File: src/rtl/branch_cmp_arbiter.sv
// Two-requester front end for a shared signed comparator: round-robin grant, one compare in flight.
// Accept in N -> response valid in N+2; the response holds until its owner takes it, and nothing new is accepted meanwhile.
module branch_cmp_arbiter #(
    parameter int WIDTH = 32
) (
    input  logic             clk,
    input  logic             rst_n,
    input  logic             req0_valid,
    input  logic             req1_valid,
    output logic             req0_ready,
    output logic             req1_ready,
    input  logic [WIDTH-1:0] req0_a,
    input  logic [WIDTH-1:0] req0_b,
    input  logic [WIDTH-1:0] req1_a,
    input  logic [WIDTH-1:0] req1_b,
    input  logic [2:0]       req0_op,
    input  logic [2:0]       req1_op,
    output logic [WIDTH-1:0] cmp_reg1,
    output logic [WIDTH-1:0] cmp_reg2,
    input  logic             cmp_ne,
    input  logic             cmp_ge,
    output logic             rsp0_valid,
    output logic             rsp1_valid,
    input  logic             rsp0_ready,
    input  logic             rsp1_ready,
    output logic             rsp_taken,
    output logic             rsp_err,
    output logic             busy
);

    typedef enum logic [1:0] {
        IDLE = 2'd0,
        CMP  = 2'd1,
        RESP = 2'd2
    } state_t;

    localparam logic [2:0] OP_EQ = 3'b000;
    localparam logic [2:0] OP_NE = 3'b001;
    localparam logic [2:0] OP_LT = 3'b100;
    localparam logic [2:0] OP_GE = 3'b101;

    state_t           r_state;
    state_t           w_next;
    logic             r_prio;
    logic             r_owner;
    logic [2:0]       r_op;
    logic [WIDTH-1:0] r_cmp_reg1;
    logic [WIDTH-1:0] r_cmp_reg2;
    logic             r_taken;
    logic             r_err;

    logic w_idle;
    logic w_grant1;
    logic w_accept;
    logic w_owner_rdy;
    logic w_taken_d;
    logic w_err_d;

    // Requester 1 wins if it is alone, or if both ask and the pointer favours it.
    assign w_idle      = (r_state == IDLE);
    assign w_grant1    = req1_valid && (!req0_valid || r_prio);
    assign w_accept    = w_idle && (req0_valid || req1_valid);
    assign w_owner_rdy = r_owner ? rsp1_ready : rsp0_ready;

    assign req0_ready = w_idle && req0_valid && !w_grant1;
    assign req1_ready = w_idle && w_grant1;

    assign cmp_reg1   = r_cmp_reg1;
    assign cmp_reg2   = r_cmp_reg2;
    assign rsp0_valid = (r_state == RESP) && !r_owner;
    assign rsp1_valid = (r_state == RESP) && r_owner;
    assign rsp_taken  = r_taken;
    assign rsp_err    = r_err;
    assign busy       = !w_idle;

    always_comb begin
        w_next = r_state;
        case (r_state)
            IDLE:    if (w_accept) w_next = CMP;
            CMP:     w_next = RESP;
            RESP:    if (w_owner_rdy) w_next = IDLE;
            default: w_next = IDLE;
        endcase
    end

    always_comb begin
        w_taken_d = 1'b0;
        w_err_d   = 1'b0;
        case (r_op)
            OP_EQ:   w_taken_d = !cmp_ne;
            OP_NE:   w_taken_d = cmp_ne;
            OP_LT:   w_taken_d = !cmp_ge;
            OP_GE:   w_taken_d = cmp_ge;
            default: w_err_d   = 1'b1;
        endcase
    end

    always_ff @(posedge clk) begin
        if (!rst_n) begin
            r_state    <= IDLE;
            r_prio     <= 1'b0;
            r_owner    <= 1'b0;
            r_op       <= 3'b000;
            r_cmp_reg1 <= '0;
            r_cmp_reg2 <= '0;
            r_taken    <= 1'b0;
            r_err      <= 1'b0;
        end else begin
            r_state <= w_next;
            if (w_accept) begin
                r_owner    <= w_grant1;
                r_prio     <= !w_grant1;
                r_cmp_reg1 <= w_grant1 ? req1_a : req0_a;
                r_cmp_reg2 <= w_grant1 ? req1_b : req0_b;
                r_op       <= w_grant1 ? req1_op : req0_op;
            end
            // Flags are only trusted while the latched operands have settled through the comparator.
            if (r_state == CMP) begin
                r_taken <= w_taken_d;
                r_err   <= w_err_d;
            end
        end
    end

endmodule

File: config.mk
export PLATFORM = sky130hd
export DESIGN_NAME = branch_cmp_arbiter
export DESIGN_NICKNAME = d
export VERILOG_FILES = /design/src/rtl/branch_cmp_arbiter.sv
export SDC_FILE = /design/constraint.sdc
export NUM_CORES = 1
export LEC_CHECK = 0
export CORE_ASPECT_RATIO = 1.75
export CORE_MARGIN = 3
export CORE_UTILIZATION = 38
export DETAILED_ROUTE_END_ITERATION = 6
export GPL_ROUTABILITY_DRIVEN = 0
export PLACE_DENSITY = 0.85
export SLEW_MARGIN = 20
export SYNTH_ARGS = -nofsm -noshare
export SYNTH_HDL_FRONTEND = slang
export SYNTH_SLANG_ARGS = --single-unit
File: constraint.sdc
create_clock -name clk -period 1.7 [get_ports clk]
set_clock_uncertainty 0.15 [all_clocks]
set_input_delay 0.17 -clock clk [delete_from_list [all_inputs] [get_ports clk]]
set_output_delay 0.17 -clock clk [all_outputs]
set_load 0.02 [all_outputs]
# Word level (Yosys, flattened, before mapping)
# Cells that the tools add are included.
classes:
  n_eq_ne: 7
  n_mux: 9
  n_reduce_logical: 19
op_table:
  columns: ["operator", "count"]
  rows:
  - ["32-bit two-way mux", 2]
  - ["1-bit logical AND", 7]
  - ["3-bit equality test, second input constant", 2]
  - ["1-bit zero test", 6]
  - ["2-bit case mux with 3 select lines", 1]
  - ["2-bit two-way mux", 2]
  - ["1-bit case mux with 4 select lines", 1]
  - ["4-bit OR reduction", 1]
  - ["3-bit by 1-bit equality test with 1-bit output, second input constant", 1]
  - ["3-bit zero test", 1]
  - ["3-bit two-way mux", 1]
  - ["2-bit by 1-bit equality test with 1-bit output, second input constant", 1]
  - ["2-bit equality test, second input constant", 1]
  - ["2-bit zero test", 1]
  - ["1-bit logical OR", 2]
  - ["1-bit two-way mux", 2]
  - ["2-bit by 1-bit inequality test with 1-bit output, second input constant", 1]
  - ["2-bit inequality test, second input constant", 1]
  - ["2-bit AND reduction", 1]
word_totals:
  reg_bits: 73
  output_inout_bits: 71
  wordCells: 43

# Longest topological paths before layout
# Gate-level depths: netlist of the first run.
logic_depth:
  ltp_word: 5
  ltp_mapped: 6

# Worst setup path before layout of the first run
# Ideal clock, no wire load.
synth_path:
  path_type: "register to output"
  start: "reg r_state[1]"
  end: "out req0_ready"
  t_arrival_ns: 1.123
  t_required_ns: 1.380
  slack_ns: 0.257
  path_stages_with_launch: 6
  cell_sequence: "dfxtp_1 -> nor2_4 -> buf_2 -> buf_2 -> nand2_1 -> inv_1"
synth_between:
  elab_chain_len: 3
synth_lines:
  columns: ["item", "line_no", "rtl"]
  rows:
  - ["start: declaration", "42", "state_t r_state;"]
  - ["start signal: assignment", "109", "r_state <= w_next;"]
  - ["2-bit zero test", "60", "assign w_idle = (r_state == IDLE);"]
  - ["1-bit logical AND (2 in a row)", "65", "assign req0_ready = w_idle && req0_valid && !w_grant1;"]
  - ["end: declaration", "10", "output logic req0_ready,"]
# No other way between the ends.

# Worst setup path in the final report of the first run
layout_path:
  start: "reg r_cmp_reg2[22] (netlist: cmp_reg2[22])"
  end: "out cmp_reg2[22]"
layout_lines:
  columns: ["item", "line_no", "rtl"]
  rows:
  - ["start: declaration", "48", "logic [WIDTH-1:0] r_cmp_reg2;"]
  - ["start signal: assignment", "114", "r_cmp_reg2 <= w_grant1 ? req1_b : req0_b;"]
  - ["end: declaration", "19", "output logic [WIDTH-1:0] cmp_reg2,"]
# No word-level cell between the ends.

==> run metrics, run 1 <==
placeable core area 9090 sq um; period utilization 0.958; Comb pwr share 0.294; die area 10700 sq um; DRT Pass-1 Iters 7; sequential area share after synthesis 0.408; cell row count 46; hold_buf cts 0; CP required 1380 ps; Synth top area share 0.408; Cell Area, Synth 3580 sq um; CP Capture Type primary output; vias in the first global route 4251; global-route wire length before repair 21.6 mm; Power, Total 5.89 mW; Mean Syn Cell Area 8.36 sq um; Max Freq 614 MHz; Pins Over Slew Limit 0; drc violations 0; CP bufs+invs 1; CTS Root Cell clkbuf_16; Leakage 2.28 nW; kind of critical path register to primary output; Post-Layout Cell Count 741; deepest clock path buffer count 2; setup violators final 0; # diodes 0; startpoint types register; nets 758; Iter 0 DRT Violations 324; synth-to-layout area growth 72.2%; CTS tree built; Internal Power 4.20 mW; Filler cells 744; Cell variety after synth 30; Hold Path Class primary input to register; worst rel slew slack 0.595; dpl cells 724; status completed; final hold vios 0; number of flops mapped to enable cells by yosys 0; top post-synthesis cells by area dfxtp_1, a31oi_1, nand4_1; max-cap violation count 0; CTS buffer count 9; P_sw 1.69 mW; cells along the critical path clkdlybuf4s50_1; routed vias 4364; pwr/cell area 957 nW/um^2; Post-synth top flop dfxtp_1; initial antenna violation count 0; Worst-Margin Slew 607 ps; CP Max Fanout 2; Final min period 1630 ps; syn nets 570; Clk pwr share 0.369; Die Wd 79.4 um; Post-Synthesis Cells 428; Clock transition at path regs 60 ps; CP delay by family, top buffers and inverters; flops & latches, synth 73; Yosys Warn Count 0; switch share 0.288; RSZ-0062 raised after global routing no; H-tree depth 3; Seq pwr share 0.338; Final ANT Viol Nets 0; IO buf count 212; total global routing overflow 0; routed vias/inst 5.89; Routed WL 14.0 mm; Hold Slack 111 ps; DP HPWL 9.78 mm; DIE HEIGHT 134 um; area leader, netlist dfxtp_1; data arrival time of the worst path 1310 ps; max incr delay on CP 630 ps; CP max-delay cell clkdlybuf4s50_1; Initial Util 0.394; largest net degree at the start of global routing 67; Clock Sinks 73; I/O pin cnt 213; DR WL/cell 18.9 um; Peak VDD IR 0.693 mV; fraction of registers with async set/reset 0; gr usage total 0.251; share of post-route cells with drive strength above 1 0.0837; Clock Latency Late Sink 330 ps
[flip-flops by register name, indices dropped and copies added, names as in the netlist]
register / count
r_op: 3
rsp_taken: 1
r_state: 2
cmp_reg2: 32
r_owner: 1
r_prio: 1
rsp_err: 1
cmp_reg1: 32
[per-stage QoR]
stage	util	area [sq um]	setup TNS, ps	worst slack (ps)
6_report	0.677	6160	0	71.2
5_1_grt	0.677	6160	0	17.4
4_1_cts	0.677	6160	-3.84	-3.84
3_5_place_dp	0.638	5800	-9950	-220
3_3_place_gp	0.638	5800	-6630	-177
2_1_floorplan	-	3580	0	257
[area by class of cell]
class,count,area (sq um),area share
clock buffers,10,229,0.0372
flip-flops and latches,73,1460,0.237
repair buffers,234,2320,0.377
inverters,4,15.0,0.00244
clock inverters,6,115,0.0187
well taps,120,150,0.0244
multi-input cells,294,1870,0.303
[power by group through the flow]
stage	Clock (mW)	Sequential (mW)	Combinational, mW
after floorplan	0	2.21	0.663
after global placement	0	2.01	1.68
after detailed placement	0	2.02	1.71
after CTS	2.21	1.99	1.73
after global routing	2.28	2.01	1.84
final	2.17	1.99	1.73
[placed cells by master, fill, tap and decap left out, types with 5 or more instances in the layout]
master           Yosys  final
o21ai_1             40     39
a21boi_1            14     14
a21boi_0             5      5
o21ai_0             11     11
clkdlybuf4s50_1      0    206
o311a_1             19     19
o21bai_1            19     19
nand4_1             48     48
clkbuf_16            0      9
nand3_1             49     49
buf_4                1     15
a31oi_1             48     48
and3_1              19     19
dfxtp_1             73     72
[synthesized netlist by cell type (4+ instances only)]
library cell and number:
buf_2 21, o311a_1 19, o21ai_1 40, and3_1 19, o21ai_0 11, nand4_1 48, dfxtp_1 73, clkbuf_1 29
o21bai_1 19, nand3_1 49, a21boi_1 14, buf_1 4, a21boi_0 5, a31oi_1 48
[logic make-up (layout without fill, tap and decap cells)]
family	Yosys count	in the layout	share of synthesized area
xor+xnor	1	1	0.00245
compound gates	161	161	0.298
buf+inv	61	254	0.0766
mux	3	3	0.00839
simple gates	129	129	0.206
flops	73	73	0.408
[routing by layer]
layer  GRT usage  vias up  routed length (um)
met5           0        -                   0
met4       0.108        0                 455
met3      0.0558       44                1070
met2       0.438      261                7280
met1       0.289     2028                5170
li1            -     2031                   -
[path summary, 6_finish.rpt]
kind                      from           end  slack [ps]  depth (start not counted)
hold / removal      req1_valid        r_prio         110                          4
hold reg to reg   cmp_reg1[25]  cmp_reg1[25]         340                          2
setup reg to reg        r_prio  cmp_reg2[22]         110                          5
setup / recovery  cmp_reg2[22]  cmp_reg2[22]          70                          1
[what timing repair did]
action	in CTS	in global routing
pin swaps	1	1
setup buffers	1	0
endpoints found under the setup margin	35	29
gates resized for setup	13	10
No activity file was read; power rests on OpenSTA's default activity.
==> run 2, diff against run 1 <==
--- a/config.mk
+++ b/config.mk
@@ -8,8 +8,8 @@
 export CORE_ASPECT_RATIO = 1.75
 export CORE_MARGIN = 3
-export CORE_UTILIZATION = 38
+export CORE_UTILIZATION = 34
 export DETAILED_ROUTE_END_ITERATION = 6
 export GPL_ROUTABILITY_DRIVEN = 0
-export PLACE_DENSITY = 0.85
+export PLACE_DENSITY = 0.81
 export SLEW_MARGIN = 20
 export SYNTH_ARGS = -nofsm -noshare
==> constraint.sdc (replaced) <==
create_clock -name clk -period 1.4 [get_ports clk]
set_clock_uncertainty 0.15 [all_clocks]
set_input_delay 0.14 -clock clk [delete_from_list [all_inputs] [get_ports clk]]
set_output_delay 0.14 -clock clk [all_outputs]
set_load 0.1 [all_outputs]
==> run metrics, run 2 (synthesis results as in run 1) <==
status finished, violations left; failing checks setup timing; data arrival time of the worst path 1760 ps (+450 ps); most frequent cells in the layout clkdlybuf4s50_1, buf_12, dfxtp_2, nand4_1, a31oi_1; Clock transition at path regs 60 ps (about the same); cells along the critical path nor2_4 > buf_4 > inv_2 > buf_6 > bufbuf_16 > o21ai_1 > a31oi_1; kind of critical path register to register; Seq pwr share 0.261 (-0.077); top sig layer met4; CTS buffer count 9 (unchanged); DR WL met2 9.72 mm (+34%); Comb pwr share 0.472 (+0.178); switch share 0.380 (+0.0923); period utilization 1.22; share of post-route cells with drive strength above 1 0.406 (+0.322); Clk pwr share 0.266 (-0.103); Leakage 3.08 nW (+35%); routed vias 4929 (+13%); Peak VDD IR 0.924 mV (+33%); Clock Sinks 73 (unchanged); CP Capture Type register; gr usage total 0.277 (+0.0260); CP Max Fanout 13 (+11); CP required 1450 ps (+70 ps); DIE HEIGHT 142 um (+5.5%); Internal Power 6.15 mW (+47%); DR WL/cell 23.4 um (+24%); Placement Setup Slack -431 ps (-211 ps); CP max-delay cell dfxtp_4; startpoint types register; Power, Total 9.92 mW (+68%); hold_buf cts 0 (unchanged); DRT Pass-1 Iters 5 (-2); CTS Root Cell clkbuf_16; routed vias/inst 6.24 (+5.9%); largest net degree at the start of global routing 49 (-27%); CTS tree built; deepest clock path buffer count 2 (unchanged); Die Wd 83.6 um (+5.3%); Final ANT Viol Nets 0 (unchanged); Iter 0 DRT Violations 343 (+5.9%); initial antenna violation count 0 (unchanged); die area 11800 sq um (+11%); max-cap violation count 0 (unchanged); final hold vios 0 (unchanged); Routed WL 18.5 mm (+32%); IO buf count 212 (unchanged); most common cell after layout, fill and taps aside clkdlybuf4s50_1; setup violators final 74 (+74); Max Freq 587 MHz; pwr/cell area 1240 nW/um^2 (+29%); final instance area 8030 sq um (+30%); drc violations 0 (unchanged); Worst-Margin Slew 267 ps (-340 ps); synth-to-layout area growth 124%; Pins Over Slew Limit 0 (unchanged); total global routing overflow 0 (unchanged); cell row count 48 (+4.3%); max incr delay on CP 350 ps (-280 ps); Hold Path Class primary input to register; # diodes 0 (unchanged); Metal-1 WL 6.28 mm (+21%); global-route wire length before repair 26.1 mm (+21%); nets 803 (+5.9%); CP bufs+invs 4 (+3); placeable core area 10100 sq um (+11%); I/O pin cnt 213 (unchanged); DP HPWL 11.0 mm (+12%); Clock Latency Late Sink 330 ps (about the same); setup TNS -11810 ps (-11810 ps); Initial Util 0.355 (-0.0388); Post-Layout Cell Count 790 (+6.6%); Final min period 1700 ps; CP delay by family, top buffers and inverters; dpl cells 742 (+2.5%); RSZ-0062 raised after global routing yes; P_sw 3.77 mW (+120%); Met3 Wirelength 1.29 mm (+20%); vias in the first global route 4922 (+16%); H-tree depth 3 (unchanged); worst rel slew slack 0.822 (+0.227); final worst setup slack -303 ps (-374 ps); Placed Area 6850 sq um (+18%)
## run 2: changes by cell type in the layout (fill, tap and decap cells not counted), sizes merged, moves of 2 or more
cell / before / now
clkdlybuf4s50: 206 / 139
clkbuf: 12 / 15
buf: 24 / 131
bufbuf: 0 / 2
clkinvlp: 1 / 3
inv: 5 / 2
clkdlybuf4s15: 2 / 0
## run 2: worst min-delay path, delay by kind of cell
| kind | cells | cell delay, ps |
|---|---|---|
| AOI/OAI and AO/OA | 2 | 310 |
| buffers and inverters | 1 | 180 |
## run 2: layer usage
metal | up-vias | global-route usage
li1 | 2139 | -
met1 | 2374 | 0.288
met2 | 324 | 0.495
met3 | 92 | 0.0587
met4 | 0 | 0.185
met5 | - | 0
## run 2: timing repair
item,in CTS,in global routing
pin swaps,32,32
resized for setup,42,51
setup endpoints to repair,70,74
cloned,8,7
setup buffers,16,4
## run 2: final timing paths
kind / end / cells after the start / startpoint / slack, ps
min: cmp_reg1[12] / 3 / req1_valid / 170
max reg2reg: cmp_reg2[3] / 7 / r_state[0] / -300
min reg2reg: cmp_reg1[24] / 2 / cmp_reg1[24] / 350
max: cmp_reg2[3] / 7 / r_state[0] / -300
## run 2: area by class of cell
cell class	count	area, sq um
multi-input cells	294	2100
fillers	584	2060
well taps	125	156
inverters	4	22.5
clock inverters	6	108
clock buffers	9	225
repair buffers	279	3870
flip-flops and latches	73	1550
## run 2: power groups by stage
stage	registers (mW)	logic (mW)	clock network [mW]
2_1_floorplan	3.90	0.937	0
3_3_place_gp	2.60	3.91	0
3_5_place_dp	2.61	3.97	0
4_1_cts	2.57	4.41	2.66
5_1_grt	2.61	4.82	2.74
6_report	2.59	4.69	2.64
## run 2: stage by stage
stage | hold slack, ps | utilization
after global placement | 343 | 0.679
final | 175 | 0.796
after global routing | 206 | 0.796
after floorplan | 139 | -
after CTS | 169 | 0.758
after detailed placement | 356 | 0.679
